`src/rtl/sap_pkg.sv`:
```
// Shared constants for the SAP-1 control unit: opcodes, control-word bit
// positions and the microinstruction stage encoding.
package sap_pkg;

  localparam logic [3:0] OP_LDA = 4'h0;
  localparam logic [3:0] OP_ADD = 4'h1;
  localparam logic [3:0] OP_SUB = 4'h2;
  localparam logic [3:0] OP_HLT = 4'hF;

  localparam int CTRL_HLT       = 11;
  localparam int CTRL_PC_INC    = 10;
  localparam int CTRL_PC_EN     = 9;
  localparam int CTRL_MAR_LOAD  = 8;
  localparam int CTRL_MEM_EN    = 7;
  localparam int CTRL_IR_LOAD   = 6;
  localparam int CTRL_IR_EN     = 5;
  localparam int CTRL_A_LOAD    = 4;
  localparam int CTRL_A_EN      = 3;
  localparam int CTRL_B_LOAD    = 2;
  localparam int CTRL_ADDER_SUB = 1;
  localparam int CTRL_ADDER_EN  = 0;

  localparam int NUM_STAGES = 6;

  typedef enum logic [2:0] {T0, T1, T2, T3, T4, T5} stage_t;

endpackage

```
`src/rtl/sap_alu.sv`:
```
// Combinational add/subtract unit; subtraction is a + ~b + 1.
module sap_alu #(
  parameter int WIDTH = 8
) (
  input  logic [WIDTH-1:0] a,
  input  logic [WIDTH-1:0] b,
  input  logic             sub,
  output logic [WIDTH-1:0] sum
);

  assign sum = a + (sub ? ~b : b) + WIDTH'(sub);

endmodule

```
`src/rtl/sap_control_unit.sv`:
```
// SAP-1 timing/control core: halt clock gate, 6-stage sequencer, opcode
// decode into the control word, and the bus adder.
module sap_control_unit
  import sap_pkg::*;
#(
  parameter int WIDTH = 8
) (
  input  logic             clk,
  input  logic             rst,
  output logic             clk_out,
  input  logic [3:0]       opcode,
  input  logic [WIDTH-1:0] a,
  input  logic [WIDTH-1:0] b,
  output logic [WIDTH-1:0] adder_out,
  output logic [11:0]      ctrl
);

  stage_t stage;

  // hlt only rises while clk is low (stage moves on the falling edge),
  // so the AND gate cannot produce a runt pulse.
  assign clk_out = clk & ~ctrl[CTRL_HLT];

  always_ff @(negedge clk_out or posedge rst) begin
    if (rst)
      stage <= T0;
    else if (int'(stage) >= NUM_STAGES - 1)
      stage <= T0;
    else
      stage <= stage_t'(stage + 3'd1);
  end

  always_comb begin
    ctrl = '0;
    case (stage)
      T0: begin
        ctrl[CTRL_PC_EN]    = 1'b1;
        ctrl[CTRL_MAR_LOAD] = 1'b1;
      end
      T1: ctrl[CTRL_PC_INC] = 1'b1;
      T2: begin
        ctrl[CTRL_MEM_EN]  = 1'b1;
        ctrl[CTRL_IR_LOAD] = 1'b1;
      end
      T3: begin
        case (opcode)
          OP_LDA, OP_ADD, OP_SUB: begin
            ctrl[CTRL_IR_EN]    = 1'b1;
            ctrl[CTRL_MAR_LOAD] = 1'b1;
          end
          OP_HLT: ctrl[CTRL_HLT] = 1'b1;
          default: ;
        endcase
      end
      T4: begin
        case (opcode)
          OP_LDA: begin
            ctrl[CTRL_MEM_EN] = 1'b1;
            ctrl[CTRL_A_LOAD] = 1'b1;
          end
          OP_ADD, OP_SUB: begin
            ctrl[CTRL_MEM_EN] = 1'b1;
            ctrl[CTRL_B_LOAD] = 1'b1;
          end
          default: ;
        endcase
      end
      T5: begin
        case (opcode)
          OP_ADD: begin
            ctrl[CTRL_ADDER_EN] = 1'b1;
            ctrl[CTRL_A_LOAD]   = 1'b1;
          end
          OP_SUB: begin
            ctrl[CTRL_ADDER_SUB] = 1'b1;
            ctrl[CTRL_ADDER_EN]  = 1'b1;
            ctrl[CTRL_A_LOAD]    = 1'b1;
          end
          default: ;
        endcase
      end
      default: ;
    endcase
  end

  sap_alu #(.WIDTH(WIDTH)) u_alu (
    .a   (a),
    .b   (b),
    .sub (ctrl[CTRL_ADDER_SUB]),
    .sum (adder_out)
  );

endmodule

```
`config.mk`:
```
export PLATFORM = sky130hd
export DESIGN_NAME = sap_control_unit
export DESIGN_NICKNAME = d
export VERILOG_FILES = /design/src/rtl/sap_pkg.sv /design/src/rtl/sap_alu.sv /design/src/rtl/sap_control_unit.sv
export SDC_FILE = /design/constraint.sdc
export NUM_CORES = 1
export LEC_CHECK = 0
export ABC_AREA = 0
export CORE_MARGIN = 2
export CORE_UTILIZATION = 39
export CTS_BUF_LIST = sky130_fd_sc_hd__clkbuf_4 sky130_fd_sc_hd__clkbuf_8
export CTS_CLUSTER_SIZE = 20
export DETAILED_ROUTE_END_ITERATION = 10
export HOLD_SLACK_MARGIN = 0.1
export PLACE_DENSITY = 0.8
export SLEW_MARGIN = 20
export SYNTH_ARGS = -nofsm -noshare
export SYNTH_HDL_FRONTEND = slang
export SYNTH_SLANG_ARGS = --single-unit
export TNS_END_PERCENT = 100
```
`constraint.sdc`:
```
create_clock -name vclk -period 3.7
set_input_delay 0.37 -clock vclk [all_inputs]
set_output_delay 0.37 -clock vclk [all_outputs]
set_load 0.01 [all_outputs]
```
==> results.md <==
Setup path:
- The critical path is of the input port to output port type.
- At the worst endpoint, the required time is 3.33 ns.
- The top fanout value on the critical path is 6.
- STA classifies the critical path startpoint as an input port.
- The largest incremental delay on the critical path is about 0.56 ns.
- For this design, the slowest cell found on the critical path is sky130_fd_sc_hd__clkdlybuf4s50_1.
- The worst setup path is captured at an output port.
- Data on the critical path arrives at its endpoint at ~3.1 ns.
- Walking the worst path, the cells encountered are clkdlybuf4s50_1 -> nand4bb_2 -> or2_4 -> xnor2_1 -> ha_1 -> buf_4 -> a21o_2 -> a21oi_1 -> buf_4 -> xnor2_1 -> clkdlybuf4s50_1.

Place:
- The count of buffers added on input and output ports is between 40 and 50.
- The final weighted congestion of routability-driven global placement is 0.843.
- OpenSTA, run right after detailed placement, puts the worst setup slack at -0.134 ns.
- The detailed placement HPWL is ~1800 um.
- The total cell area at the placement stage is 0.00129 mm^2.
- After detailed placement, the design holds a cell count of roughly 170.

Hold path:
- The worst hold path class is input port to output port.

Floorplanning:
- 43 I/O pins were placed.
- The placeable core region is roughly 0.0018 mm^2.
- The initial core utilization is 42.3%.
- The die covers about 0.0023 mm^2.
- The floorplan row count is 15.
- The die height is roughly 48 um.
- The floorplan step set the die width to about 48 um.

Power:
- The largest voltage drop on the vdd net is around 0.068 mV.
- The total power divided by cell area is approximately 120 mW/mm^2.
- The post-layout total power is 0.150 mW.
- In this run the static leakage power is just under 0.6 nW.

Finish:
- The finished cells cover 0.00129 mm^2.
- The number of filler instances in the final layout is approximately 160.
- After the last flow step, the layout net total stands at approximately 180.
- The most flop-heavy register is stage.
- The number of flip-flops under the largest register name is 3.
- The area growth from synthesis to layout is 73.2%.
- In the final layout, the registers with the most flip-flops are stage (3).
- The number of antenna cells inserted is 0.
- The non-filler instance count after layout is roughly 170.
- Measured on the finished design, the core utilization comes to between 70% and 80%.
- Cells with a size suffix above 1 make up 17.6% of the layout.

Synth:
- The number of different library cells in the post-synthesis netlist is 36.
- The number of warnings printed during yosys synthesis is 0.
- Counting flops and latches in the post-synthesis netlist gives 3.
- The number of nets produced by synthesis is roughly 120.
- Summing the areas of all compound-gate instances in the mapped netlist gives just under 20% of the synthesized area.
- After Yosys synthesis, XOR and XNOR cells account for 17.6% of the synthesized area.
- In the synthesized netlist, mux cells make up 0% of the area.
- By area, the combinational part of the netlist is dominated by simple AND/OR/NAND/NOR gates.
- After Yosys synthesis, full adders, half adders and majority gates account for between 20% and 30% of the synthesized area.
- Summing every instance area after synthesis gives roughly 750 um^2.
- The mean cell area of the mapped netlist is between 8 and 9 um^2.
- Synthesis produced a netlist whose cell count is 88.
- The sequential area share after synthesis is between 10% and 20%.
- The simple-gate share of the synthesized area is between 20% and 30%.

Drt:
- Using the TritonRoute via totals, the vias-per-cell ratio works out to ~4.9.
- Across all layers, the routed design uses 810 vias.
- The final routed DRC violation total is 0.
- The routed wirelength normalized by instance count is 11.8 um.
- The count of TritonRoute iterations in the first routing pass is 4.
- Once detail routing completed, the nets flagged for antenna violations numbered 0.
- The routed design has around 2000 um of wire.
- The number of DRC markers after the initial detailed-route iteration is 11.

Timing:
- The final-layout worst hold slack is about 1.7 ns.
- Static timing analysis puts the maximum clock frequency at approximately 280 MHz.
- After routing, the total negative slack on setup checks comes to 0 ns.
- The number of slew-limit violations in the final report was 0.
- The final number of hold-violating endpoints is 0.
- The final critical-path setup slack is roughly 0.19 ns.
- 6 endpoints have no timing constraint.
- The part of the cycle the worst path needs is 95.0%.
- After layout, the minimum clock period comes to around 3.5 ns.
- Setup repair after global routing left no endpoint under its margin.
- The number of register pins that no clock reaches is 3.
- Setup violations remaining at the end of the flow were counted as 0.

GRT:
- The all-layer global routing usage is 17.6%.
- For this run the aggregate overflow at the end of global routing stands at 0.
- The via count of the first global-routing pass is 717.
- The first global-routing pass estimated between 2000 and 3000 um of wire.
- Entering global routing, the biggest net connects 7 pins.
- The initial antenna violation count was 0.

Clocking:
- The number of resized instances in the post-cts repair step is 3.
- The setup fix buffers added after clock tree synthesis is 0.
- In this run, post-CTS hold repair placed 0 buffers.

Flow run:
- Max-cap violations in this run came to 0.

Status:
- The flow ran to the end, and the final reports show no timing, DRC or antenna violations.
-- critical path: cells and delay by family --
kind,cells,cell delay (ns)
buf+inv,4,1.27
compound gates,2,0.37
fa+ha+maj,1,0.32
xor+xnor,2,0.25
simple gates,2,0.54
-- Yosys cell counts --
library cell | number | area [um^2]
sky130_fd_sc_hd__a221o_1 | 1 | 10.0
sky130_fd_sc_hd__xor2_1 | 4 | 35.0
sky130_fd_sc_hd__a21o_2 | 2 | 17.5
sky130_fd_sc_hd__nor2b_1 | 9 | 56.3
sky130_fd_sc_hd__ha_1 | 11 | 138
sky130_fd_sc_hd__nand2_1 | 2 | 7.51
sky130_fd_sc_hd__nor3_1 | 1 | 5.00
sky130_fd_sc_hd__o31ai_1 | 2 | 15.0
sky130_fd_sc_hd__conb_1 | 1 | 3.75
sky130_fd_sc_hd__nor2_1 | 7 | 26.3
sky130_fd_sc_hd__a22oi_1 | 1 | 7.51
sky130_fd_sc_hd__a221oi_2 | 1 | 15.0
sky130_fd_sc_hd__a221oi_1 | 2 | 17.5
sky130_fd_sc_hd__nand4bb_2 | 1 | 16.3
sky130_fd_sc_hd__and3_4 | 1 | 11.3
sky130_fd_sc_hd__xnor2_1 | 11 | 96.3
sky130_fd_sc_hd__fa_1 | 1 | 20.0
sky130_fd_sc_hd__nand3b_1 | 1 | 7.51
sky130_fd_sc_hd__a31o_2 | 1 | 8.76
sky130_fd_sc_hd__a21oi_1 | 1 | 5.00
sky130_fd_sc_hd__inv_1 | 6 | 22.5
sky130_fd_sc_hd__a31oi_1 | 1 | 6.26
sky130_fd_sc_hd__a21o_1 | 2 | 15.0
sky130_fd_sc_hd__buf_2 | 1 | 5.00
sky130_fd_sc_hd__dfrtn_1 | 3 | 75.1
sky130_fd_sc_hd__or2_1 | 1 | 6.26
sky130_fd_sc_hd__and4_2 | 1 | 10.0
sky130_fd_sc_hd__and3_1 | 2 | 12.5
sky130_fd_sc_hd__and2_1 | 1 | 6.26
sky130_fd_sc_hd__nand2b_1 | 2 | 12.5
sky130_fd_sc_hd__o31ai_2 | 1 | 12.5
sky130_fd_sc_hd__or2_2 | 1 | 6.26
sky130_fd_sc_hd__a41oi_1 | 1 | 8.76
sky130_fd_sc_hd__o311ai_0 | 1 | 8.76
sky130_fd_sc_hd__buf_4 | 2 | 15.0
sky130_fd_sc_hd__nand3_1 | 1 | 5.00
-- layout make-up --
class,count,area (um^2),area share (%)
repair buffers,57,533,41.2
multi-input cells,76,632,48.8
flip-flops and latches,3,75.1,5.80
well taps,25,31.3,2.42
inverters,6,22.5,1.74
-- cells in the final DEF (no fill, tap or decap), drive strengths merged, types with 3 or more instances in the layout --
cell and instances:
and3 3, o31ai 3, clkdlybuf4s50 39, ha 11, a21o 4, nor2 7
nor2b 9, a221oi 3, dfrtn 3, buf 15, xnor2 11, inv 6
xor2 4
-- final timing paths --
path	from	to	depth (start not counted)
setup / recovery	opcode[2]	adder_out[4]	11
hold / removal	a[5]	adder_out[5]	5
-- routing by layer --
layer  up-vias  part of all wire [%]  track usage, %
li1        417                     -               -
met1       373                    48            24.8
met2        20                    49            32.0
met3         0                   3.5               0
met4         0                     0               0
met5         -                     0               0
-- cells by family (layout without fill, tap and decap cells) --
logic type | Yosys count | count (layout)
xor gates and xnor gates | 15 | 15
buffers and inverters | 9 | 63
DFF | 3 | 3
adders and majority gates | 12 | 12
and+or+nand+nor | 31 | 31
other | 1 | 1
AOI/OAI and AO/OA | 17 | 17
-- where the power goes --
| group | leakage (nW) | internal [mW] | switching, mW | total (mW) |
|---|---|---|---|---|
| Combinational | 0.551 | 0.0897 | 0.0584 | 0.148 |
| Clock | 0 | 0 | 0 | 0 |
| Sequential | 0.0379 | 0.00164 | 0 | 0.00164 |
| Total | 0.589 | 0.0913 | 0.0584 | 0.150 |
Power figures use the tool's default switching activity.
